--- src/rtl/pipe_stage_buf.sv ---
`default_nettype none
// ============================================================================
//  Module      : pipe_stage_buf
//  Description : Two-entry skid buffer for one pipeline stage. Upstream
//                in_ready and downstream out_valid/out_data are all driven
//                straight from flops, so neither side sees a combinational
//                path through this stage. Honours its own bit of the
//                pipeline stall vector and a flush that empties the buffer.
//                Optional performance counters are built only when the
//                macro PIPE_STAGE_PERF_EN is defined; otherwise the perf
//                ports read as constant zero.
//  Revision    : 1.0 - initial release
// ============================================================================
module pipe_stage_buf #(
  parameter int WD        = 50,
  parameter int STAGE_IDX = 2
) (
  input  logic          clk,
  input  logic          rst_n,
  input  logic [5:0]    stall,
  input  logic          flush,
  input  logic          in_valid,
  output logic          in_ready,
  input  logic [WD-1:0] in_data,
  output logic          out_valid,
  input  logic          out_ready,
  output logic [WD-1:0] out_data,
  output logic [1:0]    occ,
  output logic [31:0]   perf_stall_cnt,
  output logic [31:0]   perf_xfer_cnt
);

  // State encoding doubles as the occupancy count.
  localparam logic [1:0] ST_EMPTY = 2'd0;
  localparam logic [1:0] ST_ONE   = 2'd1;
  localparam logic [1:0] ST_FULL  = 2'd2;

  logic [1:0]    state;
  logic [1:0]    state_nxt;
  logic [WD-1:0] main_q;
  logic [WD-1:0] skid_q;
  logic [WD-1:0] main_nxt;
  logic [WD-1:0] skid_nxt;
  logic          in_ready_q;
  logic          out_valid_q;
  logic          stage_stall;
  logic          in_fire;
  logic          out_fire;
  logic          unused_stall;

  assign stage_stall  = stall[STAGE_IDX];
  assign in_fire      = in_valid & in_ready_q;
  assign out_fire     = out_valid_q & out_ready & ~stage_stall;
  // Only this stage's stall bit matters; the rest are deliberately ignored.
  assign unused_stall = ^stall;

  // State register plus the flopped handshake outputs and storage entries.
  always_ff @(posedge clk) begin
    if (!rst_n) begin
      state       <= ST_EMPTY;
      in_ready_q  <= 1'b0;
      out_valid_q <= 1'b0;
      main_q      <= '0;
      skid_q      <= '0;
    end else begin
      state       <= state_nxt;
      in_ready_q  <= (state_nxt != ST_FULL);
      out_valid_q <= (state_nxt != ST_EMPTY);
      main_q      <= main_nxt;
      skid_q      <= skid_nxt;
    end
  end

  // Next-state logic; flush overrides any simultaneous transfer.
  always_comb begin
    state_nxt = state;
    if (flush) begin
      state_nxt = ST_EMPTY;
    end else begin
      case (state)
        ST_EMPTY: if (in_fire) state_nxt = ST_ONE;
        ST_ONE: begin
          if (in_fire && !out_fire)      state_nxt = ST_FULL;
          else if (!in_fire && out_fire) state_nxt = ST_EMPTY;
        end
        ST_FULL:  if (out_fire) state_nxt = ST_ONE;
        default:  state_nxt = ST_EMPTY;
      endcase
    end
  end

  // Entry update: main always holds the oldest word, skid the younger one.
  always_comb begin
    main_nxt = main_q;
    skid_nxt = skid_q;
    if (flush) begin
      main_nxt = '0;
      skid_nxt = '0;
    end else begin
      case (state)
        ST_EMPTY: if (in_fire) main_nxt = in_data;
        ST_ONE: begin
          if (in_fire && out_fire) main_nxt = in_data;
          else if (in_fire)        skid_nxt = in_data;
        end
        ST_FULL:  if (out_fire) main_nxt = skid_q;
        default: ;
      endcase
    end
  end

  assign in_ready  = in_ready_q;
  assign out_valid = out_valid_q;
  assign out_data  = main_q;
  assign occ       = state;

`ifdef PIPE_STAGE_PERF_EN
  logic [31:0] stall_cnt_q;
  logic [31:0] xfer_cnt_q;
  logic        stall_evt;

  assign stall_evt = out_valid_q & ~(out_ready & ~stage_stall);

  // Saturating event counters; cleared by reset only, never by flush.
  always_ff @(posedge clk) begin
    if (!rst_n) begin
      stall_cnt_q <= '0;
      xfer_cnt_q  <= '0;
    end else begin
      if (stall_evt && (stall_cnt_q != 32'hFFFF_FFFF)) stall_cnt_q <= stall_cnt_q + 32'd1;
      if (out_fire && (xfer_cnt_q != 32'hFFFF_FFFF))   xfer_cnt_q  <= xfer_cnt_q + 32'd1;
    end
  end

  assign perf_stall_cnt = stall_cnt_q;
  assign perf_xfer_cnt  = xfer_cnt_q;
`else
  assign perf_stall_cnt = 32'd0;
  assign perf_xfer_cnt  = 32'd0;
`endif

endmodule
`default_nettype wire

--- config.mk ---
export PLATFORM = sky130hd
export DESIGN_NAME = pipe_stage_buf
export DESIGN_NICKNAME = d
export VERILOG_FILES = /design/src/rtl/pipe_stage_buf.sv
export SDC_FILE = /design/constraint.sdc
export NUM_CORES = 1
export LEC_CHECK = 0
export CAP_MARGIN = 20
export CORE_UTILIZATION = 48
export DETAILED_ROUTE_END_ITERATION = 10
export PLACE_DENSITY = 0.86
export SLEW_MARGIN = 10
export SYNTH_ARGS = -nofsm -noshare
export SYNTH_HDL_FRONTEND = slang
export SYNTH_SLANG_ARGS = --single-unit
--- constraint.sdc ---
create_clock -name clk -period 3 [get_ports clk]
set_clock_uncertainty 0.05 [all_clocks]
set_input_delay 0.75 -clock clk [delete_from_list [all_inputs] [get_ports clk]]
set_output_delay 0.75 -clock clk [all_outputs]
set_load 0.02 [all_outputs]
==> impl_summary.md, run 1 <==
Finish
The post-layout net count is 682. For this run, the number of standard cells in the final layout without fillers is ~760. The most common cell after layout, fill and taps aside is sky130_fd_sc_hd__clkdlybuf4s50_1. The number of antenna cells inserted is 0. The library cells used most frequently in the layout, excluding fill and tap cells, are sky130_fd_sc_hd__clkdlybuf4s50_1 (109), sky130_fd_sc_hd__dfxtp_1 (104), sky130_fd_sc_hd__nand2_1 (103).

The final design area excluding fillers is roughly 5800 um^2. The layout overhead on the synthesized area is 25.2%. The post-route netlist has under 10% of its cells at a drive strength greater than 1.

Clocking
The clock network latency to the later pin of the worst-skew pair is roughly 350 ps. The clock transition at the registers of the reported paths is ~100 ps. The number of gates resized after CTS was 0. No sink is reached through more buffers than the 2 on the longest clock path.

The clock tree from TritonCTS is built. The H-tree generated during clock tree synthesis spans 3 levels. The total number of clock tree sinks is about 100. The total of hold buffers inserted after clock tree synthesis is 0. The number of setup buffers added after CTS is 0. CTS placed an instance of sky130_fd_sc_hd__clkbuf_8 at the clock tree root. TritonCTS created 9 clock buffers.

Outcome
The flow ran to the end, and the final reports show no timing, DRC or antenna violations.

Floorplan
The floorplan die area is between 10000 and 15000 um^2. The boundary pin count is between 150 and 200. The placeable core region is between 9000 and 10000 um^2. The initial standard-cell utilization of the core is approximately half.

The horizontal die dimension is 101 um. The floorplan row count is 35. The vertical extent of the die is 101 um.

Timing
In this run the tightest slew margin relative to its limit is between 30% and 40%. For the pin with the worst max-slew slack, the measured transition is between 1000 and 1500 ps. The peak clock frequency supported by timing is 407 MHz. The time the worst path needs with I/O delays and setup is about 2500 ps. The total setup violations reported at the end of the flow is 0. The worst hold margin is between 400 and 500 ps. Setup repair after global routing left no endpoint under its margin. The number of endpoints with negative hold slack in the final report was 0. For the final routed database, the setup TNS stands at 0 ps.

In the finished design, the share of the clock period the worst path needs comes to approximately 80%. The final max-slew violation count came to 0.

GRT
Entering global routing, the biggest net connects 52 pins. Global routing consumed, on the met1 layer, between 20 and 30% of the routing resources. The number of global-route vias before repair is approximately 3800. The total congestion overflow after global routing is 0. The first-pass GRT wire length is between 15 and 20 mm. The number of antenna violations at the first check in global routing is 0. After global routing, the most crowded layer is met2.

In the global route stage, met2 resource usage came out at between 40% and 50%. For this run, global-route usage on met3 was measured as ~3.9%. The total routing usage reported by global routing is approximately 23%.

Critical path
The kind of launch point of the worst setup path is a primary input. For the worst setup path, the data required time is about 3100 ps. The kind of cell with the highest combined delay along the critical path is simple AND/OR/NAND/NOR gates. The endpoint arrival time on the critical path is roughly 2600 ps.

Along the worst path, the maximum fanout reaches 50. In this design, the stage delay of the slowest critical-path cell is around 800 ps. The count of buffer and inverter cells on the critical path is 1. The critical path goes through clkdlybuf4s50_1, nand3b_4, a21oi_4, or2_2, a21oi_1.

The worst setup path is captured at a register. The worst setup path category is in2reg. The highest-delay cell along the critical path is sky130_fd_sc_hd__or2_2.

Place
Buffers placed on the I/O ports in this run total around 110. The total placed cells including tap cells is 739. The final weighted congestion in routability-driven placement is approximately 0.77. The area of placed instances is between 5000 and 6000 um^2. Detailed placement ended at an HPWL of between 7 and 8 mm.

Logic synthesis
In this run the mean area of a mapped cell was a little under 9 um^2. The synthesized cell area is around 4700 um^2. The instance count of the mapped netlist is roughly 540. The Yosys step of the flow raised 0 warnings. The post-synthesis register bit count is approximately 100. The count of unique library cells instantiated by Yosys is 26. For this run, the register share of the synthesized area comes to between 40% and 50%.

Pwr
The sequential group share of total power is about half. Combinational cells account for 13.5% of the total power. Power spread over the standard cell area amounts to 475 nW/um^2.

Of the total power, the clock network draws between 30% and 40%. The static leakage is around 2.6 nW. Across the VDD grid, the largest voltage drop is 276 uV. Net switching is between 20% and 30% of the power.

Overall power consumption after layout is estimated at ~2.8 mW. The switching power total is ~740 uW. The internal power component is between 2 and 2.5 mW.

Job
Max-cap violations in this run came to 0.

Detailed routing
The first TritonRoute pass finished after 4 iterations. After detailed routing, the number of remaining DRC violations is 0. The routed wirelength normalized by instance count is ~15 um. The via count normalized by instance count is roughly 5.2. The total wire length is ~11 mm.

In this run the remaining antenna-violating nets after routing total 0. Across all layers, the routed design uses 3941 vias. In this run, the number of DRC markers left after iteration 0 of detailed routing was between 150 and 200.

Hold path
The path class of the tightest hold or removal check is reg2reg.
-- Yosys cell counts (all sizes together) --
library cell | instances | area [um^2]
nand3 | 1 | 5.00
inv | 1 | 3.75
nand3b | 2 | 27.5
xor2 | 1 | 8.76
and3b | 1 | 8.76
buf | 83 | 576
a21oi | 102 | 510
o21a | 1 | 7.51
o31ai | 50 | 375
o211a | 1 | 10.0
nand2 | 103 | 387
conb | 1 | 3.75
nand2b | 2 | 12.5
nor2b | 1 | 6.26
and3 | 1 | 6.26
clkbuf | 26 | 97.6
or2 | 1 | 6.26
dfxtp | 104 | 2080
nor2 | 2 | 15.0
o21ai | 2 | 10.0
mux2i | 50 | 500
a21o | 1 | 7.51
-- path summary, 6_finish.rpt --
kind	start	to	slack, ps	cells past startpoint
setup / recovery	out_ready	out_data[48]	540	5
setup reg to reg	occ[0]	out_data[48]	780	4
hold reg to reg	skid_q[11]	skid_q[11]	410	2
hold / removal	skid_q[11]	skid_q[11]	410	2
-- sequential cells by signal, summed over array words and instances, names as in the netlist --
| register | count |
|---|---|
| out_valid | 1 |
| in_ready | 1 |
| out_data | 50 |
| skid_q | 50 |
| occ | 2 |
-- power by group through the flow --
stage	combinational [mW]	clock [mW]	sequential (mW)
2_1_floorplan	0.240	0	1.49
3_3_place_gp	0.368	0	1.46
3_5_place_dp	0.374	0	1.46
4_1_cts	0.376	0.997	1.43
5_1_grt	0.406	1.05	1.43
6_report	0.376	0.976	1.43
-- worst min-delay path: stages, from the launching register on --
cell and delay (ps):
sky130_fd_sc_hd__dfxtp_1 320, sky130_fd_sc_hd__nand2_1 50, sky130_fd_sc_hd__a21oi_1 50
-- routing by layer --
layer  share of wire (%)  vias up
li1                    -     1885
met1                  42     1860
met2                  50      181
met3                 6.3       15
met4                 1.4        0
met5                   0        -
-- layout make-up --
type                       instances  area [um^2]
clock inverter                     7          100
tap                              129          161
timing repair buffer             119         1190
fill                             814         3490
clock buffer                       9          124
inverter                           1         3.75
sequential                       104         2080
multi-input combinational        386         2180
-- kinds of logic (layout without fill, tap and decap cells) --
kind of cell,count (synthesis),after routing,synth area share (%)
AO/OA/AOI/OAI,157,157,19.7
flip-flops,104,104,44.6
XOR/XNOR,1,1,0.188
multiplexers,50,50,10.7
other,1,64,0.0804
buffers and inverters,110,136,14.5
AND/OR/NAND/NOR,114,114,10.2
-- metrics by stage --
step	util, %	setup WS (ps)
finish	62.6	541
detailed placement	60.2	149
global route	62.6	375
floorplan	-	1080
CTS	62.6	540
global placement	60.2	241
Power figures use the tool's default switching activity.
==> inputs of run 2 (changes only) <==
--- a/config.mk
+++ b/config.mk
@@ -6,9 +6,9 @@
 export NUM_CORES = 1
 export LEC_CHECK = 0
 export CAP_MARGIN = 20
-export CORE_UTILIZATION = 48
+export CORE_UTILIZATION = 44
 export DETAILED_ROUTE_END_ITERATION = 10
-export PLACE_DENSITY = 0.86
+export PLACE_DENSITY = 0.8
 export SLEW_MARGIN = 10
 export SYNTH_ARGS = -nofsm -noshare
 export SYNTH_HDL_FRONTEND = slang
==> constraint.sdc (replaced) <==
create_clock -name clk -period 2.41 [get_ports clk]
set_clock_uncertainty 0.05 [all_clocks]
set_input_delay 0.6025 -clock clk [delete_from_list [all_inputs] [get_ports clk]]
set_output_delay 0.6025 -clock clk [all_outputs]
set_load 0.02 [all_outputs]
==> impl_summary.md, run 2 (synthesis results as in run 1) <==
Outcome
The flow ran to the end, and the final reports show no timing, DRC or antenna violations.

Detailed routing
The first-iteration detailed-routing DRC count was 155 (-8.3%). The routed wirelength normalized by instance count is 14.0 um (-5.6%). The via count normalized by instance count came to 5.06 (-3.1%).

The number of remaining DRC errors is 0 (unchanged). The total wire length is 10.7 mm (-4.1%). The antenna violation net count after detailed routing is 0 (unchanged). The via total after detailed routing came to 3878 (-1.6%). The first-pass iteration count of the detailed router is 4 (unchanged).

GRT
The largest net degree at the start of global routing is 53 (+1.9%). The number of global-route vias before repair is 3735 (-0.98%). The total congestion overflow after global routing was 0 (unchanged).

The number of antenna violations at the first check in global routing is 0 (unchanged). The first-pass GRT wire length is 17.7 mm (-3.2%). The total routing usage reported by global routing is 19.8% (-3.0 points).

Finish
Leaving out fill and tap cells, the most frequent cell in the layout is sky130_fd_sc_hd__clkdlybuf4s50_1. In the layout the commonest cells are sky130_fd_sc_hd__clkdlybuf4s50_1 (109), sky130_fd_sc_hd__dfxtp_1 (104), sky130_fd_sc_hd__nand2_1 (103). The post-layout net count is 687 (+0.73%). The number of antenna cells inserted was 0 (unchanged). The fraction of layout cells with a size suffix above 1 is 6.02% (+0.43 points). The final design area excluding fillers is 5890 um^2 (+0.77%). The layout overhead on the synthesized area is 26.1%.

Critical path
The worst setup path category is reg2out. The count of buffer and inverter cells on the critical path came to 1 (unchanged). The largest fanout on the critical path is 8 (-84%). The critical path's largest stage delay is 680 ps (-120 ps). The kind of launch point of the worst setup path is a register. The signal on the critical path passes through clkdlybuf4s50_1. Grouping stages by cell kind, the critical path spends the most delay in buffers and inverters. The highest-delay cell along the critical path is sky130_fd_sc_hd__clkdlybuf4s50_1.

The data required time of the critical path is 1760 ps (-1380 ps). The nature of the critical path endpoint is an output port. The endpoint arrival time on the critical path was 1520 ps (-1080 ps).

Clocking
The maximum buffer depth of the clock tree is 2 (unchanged). The total of hold buffers inserted after clock tree synthesis came to 0 (unchanged). The clock transition at the registers of the reported paths was 80 ps (-20 ps). TritonCTS built the clock tree.

The clock network latency to the later pin of the worst-skew pair is 350 ps (about the same). The total number of clock tree sinks is 104 (unchanged). The root cell of the clock tree is sky130_fd_sc_hd__clkbuf_8. The number of setup buffers added after CTS was 0 (unchanged). The number of gates given a new drive strength after cts is 0 (unchanged).

The total clock buffers created by CTS is 9 (unchanged). The maximum level of the CTS H-tree came to 3 (unchanged).

Floorplan
The placeable core region came to 10300 um^2 (+11%). The vertical extent of the die came to 105 um (+4.4%). The initial standard-cell utilization of the core is 45.2% (-4.8 points).

The horizontal die dimension came to 105 um (+4.4%). The floorplan row count was 37 (+5.7%). The boundary pin count is 179 (unchanged). The floorplan die area is 11000 um^2 (+8.9%).

Pwr
The switching power total is 875 uW (+19%). The power density relative to cell area is 555 nW/um^2 (+17%). The sequential group share of total power is 54.3% (+3.0 points). The internal power component was 2.39 mW (+17%). The switching part of the total power came to 26.8% (+0.24 points).

The static leakage is 2.65 nW (+0.69%). The peak ir drop on the vdd network was 313 uV (+14%). The fraction of power consumed by combinational cells is 14.6% (+1.1 points).

The clock power share is 31.1% (-4.0 points).

Place
The area of placed instances is 5700 um^2 (+1.5%). The quantity of I/O buffers inserted on ports is 109 (unchanged). The final weighted congestion in routability-driven placement came to 0.775 (+0.65%).

The post-DP HPWL is 6.95 mm (-2.6%). The worst setup slack after placement is 228 ps (+79.1 ps).

Job
The max-capacitance violation count is 0 (unchanged).

Timing
Setup repair after global routing left no endpoint under its margin. The smallest clock period supported by the final layout is computed as ~2200 ps. The worst hold margin is 405 ps (-7.01 ps). The total setup violations reported at the end of the flow came to 0 (unchanged). The smallest setup slack after layout came to 238 ps (-302 ps). The number of endpoints with negative hold slack in the final report is 0 (unchanged). The final max-slew violation count was 0 (unchanged). For this run, the top clock speed supported by timing is roughly 460 MHz. The total negative slack was 0 ps (unchanged).

The final critical-path share of the clock period is about nine tenths.

Hold path
The worst hold-check path type is reg2reg.
run 2: path summary, 6_finish.rpt:
| check | start | to | slack, ps | depth (start not counted) |
|---|---|---|---|---|
| max reg2reg | occ[0] | out_data[20] | 750 | 4 |
| max | occ[0] | occ[0] | 240 | 1 |
| min | skid_q[35] | skid_q[35] | 410 | 2 |
| min reg2reg | skid_q[35] | skid_q[35] | 410 | 2 |
run 2: layout make-up:
cell class	instances	area (um^2)
flip-flops and latches	104	2080
fillers	900	4440
repair buffers	124	1270
clock inverters	3	26.3
multi-input cells	386	2180
clock buffers	13	159
inverters	1	3.75
well taps	136	170
run 2: power by group through the flow:
stage	Combinational [mW]	Clock, mW	Sequential, mW
5_1_grt	0.510	1.13	1.78
4_1_cts	0.477	1.04	1.77
2_1_floorplan	0.299	0	1.85
6_report	0.477	1.02	1.77
3_5_place_dp	0.475	0	1.81
3_3_place_gp	0.468	0	1.81
run 2: per-layer routing:
| metal | share of wire [%] | vias up | GRT usage, % |
|---|---|---|---|
| met3 | 5.0 | 12 | 3.18 |
| met1 | 43 | 1812 | 23.5 |
| li1 | - | 1896 | - |
| met4 | 1.2 | 0 | 6.44 |
| met2 | 50 | 158 | 36.0 |
| met5 | 0 | - | 0 |
run 2: metrics by stage:
stage,utilization [%],total power [mW],cells
CTS,57.0,3.29,767
floorplan,-,2.15,600
global placement,55.2,2.28,751
detailed placement,55.2,2.29,751
global route,57.0,3.42,767
finish,57.0,3.27,767
==> inputs of run 3 (changes only) <==
--- a/config.mk
+++ b/config.mk
@@ -6,9 +6,11 @@
 export NUM_CORES = 1
 export LEC_CHECK = 0
 export CAP_MARGIN = 20
-export CORE_UTILIZATION = 44
+export CORE_UTILIZATION = 60
+export CTS_BUF_LIST = sky130_fd_sc_hd__clkbuf_4 sky130_fd_sc_hd__clkbuf_8
 export DETAILED_ROUTE_END_ITERATION = 10
-export PLACE_DENSITY = 0.8
+export DONT_BUFFER_PORTS = 1
+export PLACE_DENSITY = 0.76
 export SLEW_MARGIN = 10
 export SYNTH_ARGS = -nofsm -noshare
 export SYNTH_HDL_FRONTEND = slang
==> constraint.sdc (replaced) <==
create_clock -name clk -period 2.7 [get_ports clk]
set_clock_uncertainty 0.05 [all_clocks]
set_input_delay 0.675 -clock clk [delete_from_list [all_inputs] [get_ports clk]]
set_output_delay 0.675 -clock clk [all_outputs]
set_load 0.02 [all_outputs]
==> impl_summary.md, run 3 (synthesis results as in run 1) <==
GRT
The number of global-route vias before repair is 3313 (-11%). The first-pass GRT wire length is 16.2 mm (-8.2%). The largest net degree at the start of global routing came to 34 (-36%). The total routing usage reported by global routing was 24.5% (+4.7 points).

The total congestion overflow after global routing is 0 (unchanged). The number of antenna violations at the first check in global routing is 0 (unchanged).

Finish
Compared with the post-synthesis result, the final layout area differs by 0.617%. Leaving out fill and tap cells, the most frequent cells in the layout are sky130_fd_sc_hd__dfxtp_1 (104), sky130_fd_sc_hd__nand2_1 (103), sky130_fd_sc_hd__a21oi_1 (101). The number of antenna cells inserted is 0 (unchanged). The post-layout net count is 577 (-16%).

The final design area excluding fillers is 4700 um^2 (-20%). The fraction of layout cells with a size suffix above 1 is 7.49% (+1.5 points). Leaving out fill and tap cells, the most frequent cell in the layout is sky130_fd_sc_hd__dfxtp_1.

Timing
The time the worst path needs with I/O delays and setup is roughly 1900 ps. Of the available clock period, the critical path in the final layout requires between 60% and 70%. The number of endpoints with negative hold slack in the final report is 0 (unchanged).

In this run the tightest slew margin relative to its limit is 47.4%. The final max-slew violation count is 0 (unchanged). The total negative slack is 0 ps (unchanged). The total setup violations reported at the end of the flow is 0 (unchanged).

For the pin with the worst max-slew slack, the measured transition is about 790 ps. The peak clock frequency supported by timing is about 540 MHz. Setup repair after global routing left no endpoint under its margin.

Floorplan
The vertical extent of the die is 90.2 um (-14%). The horizontal die dimension came to 90.2 um (-14%). The placeable core region came to 7370 um^2 (-29%).

The floorplan die area is 8140 um^2 (-26%). The initial standard-cell utilization of the core is 63.3% (+18 points). The floorplan row count is 31 (-16%). The boundary pin count is 179 (unchanged).

Clocking
TritonCTS built the clock tree. The number of setup buffers added after CTS is 0 (unchanged). The total of hold buffers inserted after clock tree synthesis is 0 (unchanged). The maximum level of the CTS H-tree is 3 (unchanged). The root cell of the clock tree is sky130_fd_sc_hd__clkbuf_8. The number of gates given a new drive strength after cts is 0 (unchanged). The total clock buffers created by CTS is 9 (unchanged). The clock network latency to the later pin of the worst-skew pair came to 360 ps (about the same). The maximum buffer depth of the clock tree was 2 (unchanged).

The clock transition at the registers of the reported paths is 110 ps (+30 ps). The total number of clock tree sinks is 104 (unchanged).

Critical path
The nature of the critical path endpoint is a register. The endpoint arrival time on the critical path is 2100 ps (+580 ps). The worst setup path category is reg2reg. The largest fanout on the critical path is 30 (+22).

Walking the worst path, the cells encountered are and3b_1, and3_2, buf_12, nand2_1, a21oi_1. STA classifies the critical path startpoint as a register. The critical path's largest stage delay came to 500 ps (-180 ps). The data required time of the critical path is 2940 ps (+1180 ps).

On the critical path, the stage with the largest delay is an instance of sky130_fd_sc_hd__and3_2.

Pwr
The power density relative to cell area is 591 nW/um^2 (+6.6%). The peak ir drop on the vdd network is 325 uV (+3.7%). The static leakage is 2.21 nW (-16%).

Place
The final weighted congestion in routability-driven placement came to 0.780 (+0.58%). The quantity of I/O buffers inserted on ports came to 0 (-100%). The post-DP HPWL is 6.41 mm (-7.8%). The area of placed instances is 4510 um^2 (-21%).

Detailed routing
The total wire length is 10.1 mm (-5.4%). The first-pass iteration count of the detailed router is 4 (unchanged). The first-iteration detailed-routing DRC count came to 122 (-21%). The number of remaining DRC errors is 0 (unchanged). The routed wirelength normalized by instance count is 16.3 um (+17%). The via total after detailed routing came to 3528 (-9.0%).

The antenna violation net count after detailed routing came to 0 (unchanged). The via count normalized by instance count came to 5.69 (+13%).

Outcome
The run finished with clean final reports.

Job
The max-capacitance violation count is 0 (unchanged).

Hold path
The path class of the tightest hold or removal check is in2reg.
[run 3: cell count changes in the layout (fill, tap and decap cells not counted)]
cell                              change
sky130_fd_sc_hd__clkdlybuf4s50_1    -109
sky130_fd_sc_hd__buf_12               -4
sky130_fd_sc_hd__buf_4                +3
sky130_fd_sc_hd__clkinv_4             -3
sky130_fd_sc_hd__clkinvlp_4           +3
sky130_fd_sc_hd__clkbuf_1             -2
sky130_fd_sc_hd__inv_6                +2
sky130_fd_sc_hd__clkbuf_8             -1
sky130_fd_sc_hd__inv_8                +1
[run 3: per-layer routing]
metal / track usage, % / vias to the layer above / share of wire [%]
met5: 0 / - / 0
met4: 9.54 / 0 / 1.4
met3: 6.85 / 15 / 8.0
met2: 40.7 / 152 / 49
met1: 30.0 / 1685 / 42
li1: - / 1676 / -
[run 3: final timing paths]
path                                    to  depth (start not counted)   startpoint  slack (ps)
worst max-delay path            skid_q[24]                          5       occ[1]         840
worst min-delay path            skid_q[15]                          2  in_data[15]         380
worst max register to register  skid_q[24]                          5       occ[1]         840
worst min register to register  skid_q[31]                          2   skid_q[31]         410
[run 3: power by group]
| group | internal [mW] | switching, mW | total (mW) |
|---|---|---|---|
| logic | 0.0564 | 0.177 | 0.234 |
| clock network | 0.374 | 0.547 | 0.921 |
| registers | 1.56 | 0.0589 | 1.62 |
[run 3: worst max-delay path: cells and delay by family, from the launching register on]
family,cells,cell delay [ps]
buffers and inverters,1,250
AND/OR/NAND/NOR,3,880
flip-flops,1,460
AO/OA/AOI/OAI,1,130
[run 3: area by class of cell]
cell class              instances  area [um^2]
well taps                      99          124
repair buffers                 14          118
inverters                       1         3.75
fillers                       612         2670
multi-input cells             386         2180
clock buffers                  10          138
flip-flops and latches        104         2080
clock inverters                 6         51.3
[run 3: metrics by stage]
stage / hold WS [ps] / setup slack, ps / utilization [%] / cells / power [mW]
after floorplan: 386 / 853 / - / 600 / 1.92
after global placement: 391 / 754 / 61.2 / 604 / 1.88
after detailed placement: 396 / 700 / 61.2 / 604 / 1.89
after CTS: 370 / 844 / 63.7 / 620 / 2.79
after global routing: 373 / 734 / 63.7 / 620 / 2.88
final: 381 / 839 / 63.7 / 620 / 2.78
